<file path="src/rtl/i2c_host_arbiter.sv">
// Round-robin arbiter that shares one I2C master host port among N_REQ clients,
// launching one transaction at a time and returning read data and status.
module i2c_host_arbiter #(
  parameter int N_REQ         = 4,
  parameter int SEL_CYCLES    = 4,
  parameter int START_TIMEOUT = 1024,
  parameter int XFER_TIMEOUT  = 1048575
) (
  input  logic                clk_i,
  input  logic                rst_i,
  input  logic [N_REQ-1:0]    req_valid_i,
  input  logic [8*N_REQ-1:0]  req_addr_i,
  input  logic [32*N_REQ-1:0] req_data_i,
  input  logic [4*N_REQ-1:0]  req_cmd_i,
  output logic [N_REQ-1:0]    req_ready_o,
  output logic [N_REQ-1:0]    rsp_valid_o,
  output logic [31:0]         rsp_data_o,
  output logic                rsp_error_o,
  output logic                rsp_timeout_o,
  output logic [7:0]          host_addr_o,
  output logic [31:0]         host_data_o,
  output logic [3:0]          host_cmd_o,
  output logic                host_sel_o,
  input  logic [31:0]         host_data_i,
  input  logic                host_busy_i,
  input  logic                host_error_i,
  output logic [2:0]          grant_id_o,
  output logic                active_o
);
  localparam int SW = (SEL_CYCLES > 1) ? $clog2(SEL_CYCLES) : 1;
  localparam logic [SW-1:0] L_SEL_LAST   = SW'(SEL_CYCLES - 1);
  localparam logic [19:0]   L_START_LAST = 20'(START_TIMEOUT - 1);
  localparam logic [19:0]   L_XFER_LAST  = 20'(XFER_TIMEOUT - 1);

  typedef enum logic [2:0] {S_IDLE, S_LAUNCH, S_WAIT_BUSY, S_WAIT_DONE, S_RESP} state_t;

  state_t        r_state, w_state_next;
  logic          r_busy_m, r_busy_s, r_err_m, r_err_s;
  logic [2:0]    r_ptr, r_gid;
  logic [19:0]   r_cnt;
  logic [SW-1:0] r_sel_cnt;
  logic [7:0]    r_host_addr;
  logic [31:0]   r_host_data, r_rsp_data;
  logic [3:0]    r_host_cmd;
  logic          r_rsp_err, r_rsp_to;

  logic          w_hi_found, w_lo_found, w_found, w_grant, w_cmd_ok;
  logic [2:0]    w_hi, w_lo, w_win;
  logic [7:0]    w_sel_addr;
  logic [31:0]   w_sel_data;
  logic [3:0]    w_sel_cmd;
  logic          w_start_to, w_xfer_to;

  // Synchronizers are left out of reset so busy_s stays truthful across a reset.
  always_ff @(posedge clk_i) begin
    r_busy_m <= host_busy_i;
    r_busy_s <= r_busy_m;
    r_err_m  <= host_error_i;
    r_err_s  <= r_err_m;
  end

  // Rotating priority: first valid above the pointer wins, else lowest valid index.
  always_comb begin
    w_hi_found = 1'b0;
    w_lo_found = 1'b0;
    w_hi       = '0;
    w_lo       = '0;
    for (int i = 0; i < N_REQ; i++) begin
      if (!w_hi_found && req_valid_i[i] && (3'(i) > r_ptr)) begin
        w_hi_found = 1'b1;
        w_hi       = 3'(i);
      end
      if (!w_lo_found && req_valid_i[i]) begin
        w_lo_found = 1'b1;
        w_lo       = 3'(i);
      end
    end
    w_found    = w_hi_found || w_lo_found;
    w_win      = w_hi_found ? w_hi : w_lo;
    w_sel_addr = '0;
    w_sel_data = '0;
    w_sel_cmd  = '0;
    for (int i = 0; i < N_REQ; i++) begin
      if (w_win == 3'(i)) begin
        w_sel_addr = req_addr_i[8*i +: 8];
        w_sel_data = req_data_i[32*i +: 32];
        w_sel_cmd  = req_cmd_i[4*i +: 4];
      end
    end
  end

  assign w_grant    = !rst_i && (r_state == S_IDLE) && !r_busy_s && w_found;
  assign w_cmd_ok   = !w_sel_cmd[3];
  assign w_start_to = (r_cnt >= L_START_LAST);
  assign w_xfer_to  = (r_cnt >= L_XFER_LAST);

  for (genvar gi = 0; gi < N_REQ; gi++) begin : g_strobe
    assign req_ready_o[gi] = w_grant && (w_win == 3'(gi));
    assign rsp_valid_o[gi] = (r_state == S_RESP) && (r_gid == 3'(gi));
  end

  always_comb begin
    w_state_next = r_state;
    case (r_state)
      S_IDLE:      if (w_grant) w_state_next = w_cmd_ok ? S_LAUNCH : S_RESP;
      S_LAUNCH:    if (r_sel_cnt == L_SEL_LAST) w_state_next = S_WAIT_BUSY;
      S_WAIT_BUSY: begin
        if (r_busy_s)        w_state_next = S_WAIT_DONE;
        else if (w_start_to) w_state_next = S_RESP;
      end
      S_WAIT_DONE: if (!r_busy_s || w_xfer_to) w_state_next = S_RESP;
      S_RESP:      w_state_next = S_IDLE;
      default:     w_state_next = S_IDLE;
    endcase
  end

  always_ff @(posedge clk_i) begin
    if (rst_i) begin
      r_state     <= S_IDLE;
      r_ptr       <= 3'(N_REQ - 1);
      r_gid       <= '0;
      r_cnt       <= '0;
      r_sel_cnt   <= '0;
      r_host_addr <= '0;
      r_host_data <= '0;
      r_host_cmd  <= '0;
      r_rsp_data  <= '0;
      r_rsp_err   <= 1'b0;
      r_rsp_to    <= 1'b0;
    end else begin
      r_state <= w_state_next;
      case (r_state)
        S_IDLE: if (w_grant) begin
          r_host_addr <= w_sel_addr;
          r_host_data <= w_sel_data;
          r_host_cmd  <= w_sel_cmd;
          r_gid       <= w_win;
          r_cnt       <= '0;
          r_sel_cnt   <= '0;
          if (!w_cmd_ok) begin
            r_rsp_err <= 1'b1;
            r_rsp_to  <= 1'b0;
          end
        end
        S_LAUNCH: begin
          r_sel_cnt <= r_sel_cnt + SW'(1);
          r_cnt     <= r_cnt + 20'd1;
        end
        S_WAIT_BUSY: begin
          if (r_busy_s) begin
            r_cnt <= '0;
          end else begin
            r_cnt <= r_cnt + 20'd1;
            if (w_start_to) begin
              r_rsp_err <= 1'b1;
              r_rsp_to  <= 1'b1;
            end
          end
        end
        S_WAIT_DONE: begin
          if (!r_busy_s) begin
            r_rsp_data <= host_data_i;
            r_rsp_err  <= r_err_s;
            r_rsp_to   <= 1'b0;
          end else if (w_xfer_to) begin
            r_rsp_err <= 1'b1;
            r_rsp_to  <= 1'b1;
          end else begin
            r_cnt <= r_cnt + 20'd1;
          end
        end
        S_RESP:  r_ptr <= r_gid;
        default: ;
      endcase
    end
  end

  assign host_sel_o    = !rst_i && (r_state == S_LAUNCH);
  assign active_o      = !rst_i && ((r_state != S_IDLE) || w_grant);
  assign host_addr_o   = r_host_addr;
  assign host_data_o   = r_host_data;
  assign host_cmd_o    = r_host_cmd;
  assign grant_id_o    = r_gid;
  assign rsp_data_o    = r_rsp_data;
  assign rsp_error_o   = r_rsp_err;
  assign rsp_timeout_o = r_rsp_to;
endmodule

</file>
<file path="config.mk">
export PLATFORM = sky130hd
export DESIGN_NAME = i2c_host_arbiter
export DESIGN_NICKNAME = d
export VERILOG_FILES = /design/src/rtl/i2c_host_arbiter.sv
export SDC_FILE = /design/constraint.sdc
export NUM_CORES = 1
export LEC_CHECK = 0
export ABC_AREA = 0
export CAP_MARGIN = 20
export CORE_ASPECT_RATIO = 0.6
export CORE_MARGIN = 5
export CORE_UTILIZATION = 39
export DETAILED_ROUTE_END_ITERATION = 8
export PLACE_DENSITY = 0.81
export SLEW_MARGIN = 25
export SYNTH_ARGS = -nofsm -noshare
export SYNTH_HDL_FRONTEND = slang
export SYNTH_SLANG_ARGS = --single-unit
export TNS_END_PERCENT = 1
</file>
<file path="constraint.sdc">
create_clock -name clk_i -period 2.9 [get_ports clk_i]
set_input_delay 0.725 -clock clk_i [delete_from_list [all_inputs] [get_ports clk_i]]
set_output_delay 0.725 -clock clk_i [all_outputs]
set_load 0.05 [all_outputs]
</file>
==> flow_metrics.py <==
metrics = {
    "synth": {
        "synth_enable_flop_cells": 0,
        "ys_async_sr_fraction_pct": 0,
        "syn_area_um2": 5610,
        "ys_seq_area_share_pct": 39.6,
        "syn_inst": 739,
        "yosysWarnings": 0,
        "synth_nets": 958,
        "ys.flop_type": "dfxtp_1",
        "ys_ff_latch": 111,
        "syn_avg_cell_area_um2": 7.59,
        "yosysUniqueCellTypes": 61,
    },
    "finish": {
        "num-nets-final": 1257,
        "drive_above_1_share_pct": 8.92,
        "area_growth_pct": 68.6,
        "layout_common_cells": "clkdlybuf4s50_1 (290), nor2_1 (124), dfxtp_1 (111)",
        "layout_commonest_cell": "clkdlybuf4s50_1",
        "postLayoutCoreUtil_pct": 68.2,
        "instances_no_fill": 1237,
    },
    "routing": {
        "post_drt_wl_per_cell_um": 17.4,
        "dr_wl_met3_mm": 1.89,
        "top_layer_used": "met5",
        "ant_nets": 0,
        "route.met2.wl_mm": 10.2,
        "wl_met1_mm": 9.05,
        "drc": 0,
        "viasPerCell": 5.26,
        "vias": 6512,
        "drt_iter0_drc": 443,
        "wl_mm": 21.5,
        "drt_first_pass_iters": 5,
    },
    "timing": {
        "maxSlewHeadroom_pct": 52.2,
        "max_slew.worst_pin.slew_ns": 0.717,
        "min_period_ns": 2.81,
        "hold_ws_ns": 0.326,
        "fin_skew_ns": 0.00880,
        "hold_violations": 0,
        "fmax_mhz": 356,
        "maxSlewViolCount": 0,
        "final-setup-viol-count": 0,
        "period_share_pct": 96.8,
        "grt_setup_unrepaired": "no",
        "fin_setup_tns_ns": 0,
    },
    "placement": {
        "port-buffer-count": 305,
        "place_hpwl_mm": 16.5,
        "gp_congestion": 0.883,
        "dp_cells": 1219,
    },
    "critical_path": {
        "crit_type": "input pin to output pin",
        "path_buf_inv": 3,
        "worstPathRequired_ns": 2.17,
        "cp.arrival_ns": 2.08,
        "crit_slowest_cell": "a211o_2",
        "path_delay_family": "buffers and inverters",
        "crit_chain": "dlygate4sd2_1 -> buf_4 -> nor2_1 -> nor3_1 -> a211o_2 -> and2_2 -> buf_12",
        "cp_max_fo": 7,
        "start_kind": "input pin",
        "cp_slowest_stage_delay_ns": 0.36,
        "cp-end-kind": "output pin",
    },
    "clock_tree": {
        "numCtsBuffers": 9,
        "root_buffer": "clkbuf_16",
        "cts.sinks": 111,
        "cts.clk_slew.worst_paths_ns": 0.08,
        "h-tree-depth": 3,
        "cts.path.max_buffers": 2,
        "cts_tree": "built",
        "clk_latency_ns": 0.36,
        "post_cts_buffers": 0,
    },
    "global_route": {
        "grt.overflow.total": 0,
        "grt_max_degree": 68,
        "antenna_found_initial": 4,
        "grt_pass1_vias": 6266,
        "grt_use_total_pct": 24.3,
        "grt_pass1_wl_mm": 32.7,
    },
    "floorplan": {
        "die_height_um": 103,
        "core_um2": 13900,
        "ios": 307,
        "fp.dieArea_um2": 17000,
        "rows": 33,
        "die_w_um": 165,
        "start_util_pct": 40.4,
    },
    "flow_run": {
        "drv_cap": 0,
    },
    "pwr": {
        "p_leak_nw": 3.45,
        "ir_worst_vdd_mv": 0.307,
        "power_density_nw_per_um2": 627,
    },
    "status": {
        "outcome": "finished clean",
    },
    "min_path": {
        "hold_class": "register to register",
    },
}
path summary, 6_finish.rpt:
path | slack (ns) | from | cells after the start | end
min reg2reg | 0.33 | r_busy_m | 0 | r_busy_s
min | 0.33 | r_busy_m | 0 | r_busy_s
max | 0.09 | req_valid_i[3] | 7 | req_ready_o[3]
max reg2reg | 0.69 | r_ptr[0] | 7 | rsp_error_o
metrics by stage:
step / power [mW] / setup WS (ns) / cell area, um2
final: 5.93 / 0.0927 / 9460
after global routing: 6.26 / 0.0292 / 9460
after CTS: 5.95 / -0.0584 / 9450
after detailed placement: 4.66 / -0.192 / 9110
after global placement: 4.63 / -0.158 / 9110
after floorplan: 3.53 / -0.0849 / 5630
worst register-to-register path, stage by stage, from the launching register on:
cell	delay, ns
dfxtp_1	0.52
nand2b_1	0.21
o21ai_0	0.12
a211o_2	0.40
buf_4	0.17
o2111ai_1	0.24
nand4_1	0.22
a211oi_1	0.27
repair_timing:
action                                  CTS  global route
pin swaps                                 2             2
endpoints found under the setup margin    5             6
hold buffers                              0             0
resized for setup                         8             5
registers in the layout, indices dropped and copies added (netlist names):
register	cells
grant_id_o	2
host_addr_o	8
host_cmd_o	4
host_data_o	32
r_busy_m	1
r_busy_s	1
r_cnt	20
r_err_m	1
r_err_s	1
r_ptr	2
r_sel_cnt	2
r_state	3
rsp_data_o	32
rsp_error_o	1
rsp_timeout_o	1
per-layer routing:
layer | track usage, % | vias to the layer above
li1 | - | 3236
met1 | 30.9 | 2991
met2 | 39.9 | 247
met3 | 8.07 | 34
met4 | 6.84 | 4
met5 | 0 | -
logic make-up after synthesis:
kind of cell / Yosys count / synth area share, %
xor gates and xnor gates: 13 / 2.03
and+or+nand+nor: 304 / 24.0
AOI/OAI and AO/OA: 235 / 28.4
adders and majority gates: 3 / 0.669
other: 1 / 0.0668
DFF: 111 / 39.6
muxes: 1 / 0.178
buffers and inverters: 71 / 5.00
final cells by class:
cell class | instances | area [um2]
fillers | 1182 | 4410
well taps | 192 | 240
flip-flops and latches | 111 | 2220
repair buffers | 349 | 3440
multi-input cells | 557 | 3190
clock buffers | 9 | 225
inverters | 10 | 37.5
diodes | 2 | 5.00
clock inverters | 7 | 93.8
where the power goes:
group	switching [mW]	internal [mW]
clock network	0.663	0.630
registers	0.144	1.73
logic	1.61	1.16
synth_stat cells, drive strengths merged, types with 2 or more instances:
master     n  area share (%)
a211oi    24             3.4
a21oi     67             6.0
a2bb2oi   42             6.6
a311oi     3            0.47
and2       6            0.67
and3       8            0.89
and4       2            0.31
buf        7            0.71
clkbuf    54             3.6
dfxtp    111              40
ha         3            0.67
inv        9            0.60
nand2     81             5.4
nand2b     4            0.45
nand3     37             3.4
nand4      8            0.89
nand4b     4            0.62
nor2     127             8.5
nor3      11            0.98
nor4       5            0.56
o2111ai    2            0.31
o211ai     2            0.27
o21ai     50             4.5
o2bb2ai   23             3.7
o31ai      5            0.67
or2        4            0.45
or4        4            0.54
xnor2      2            0.31
xor2      11             1.7
Note: power is estimated with default switching activity, not from simulation.
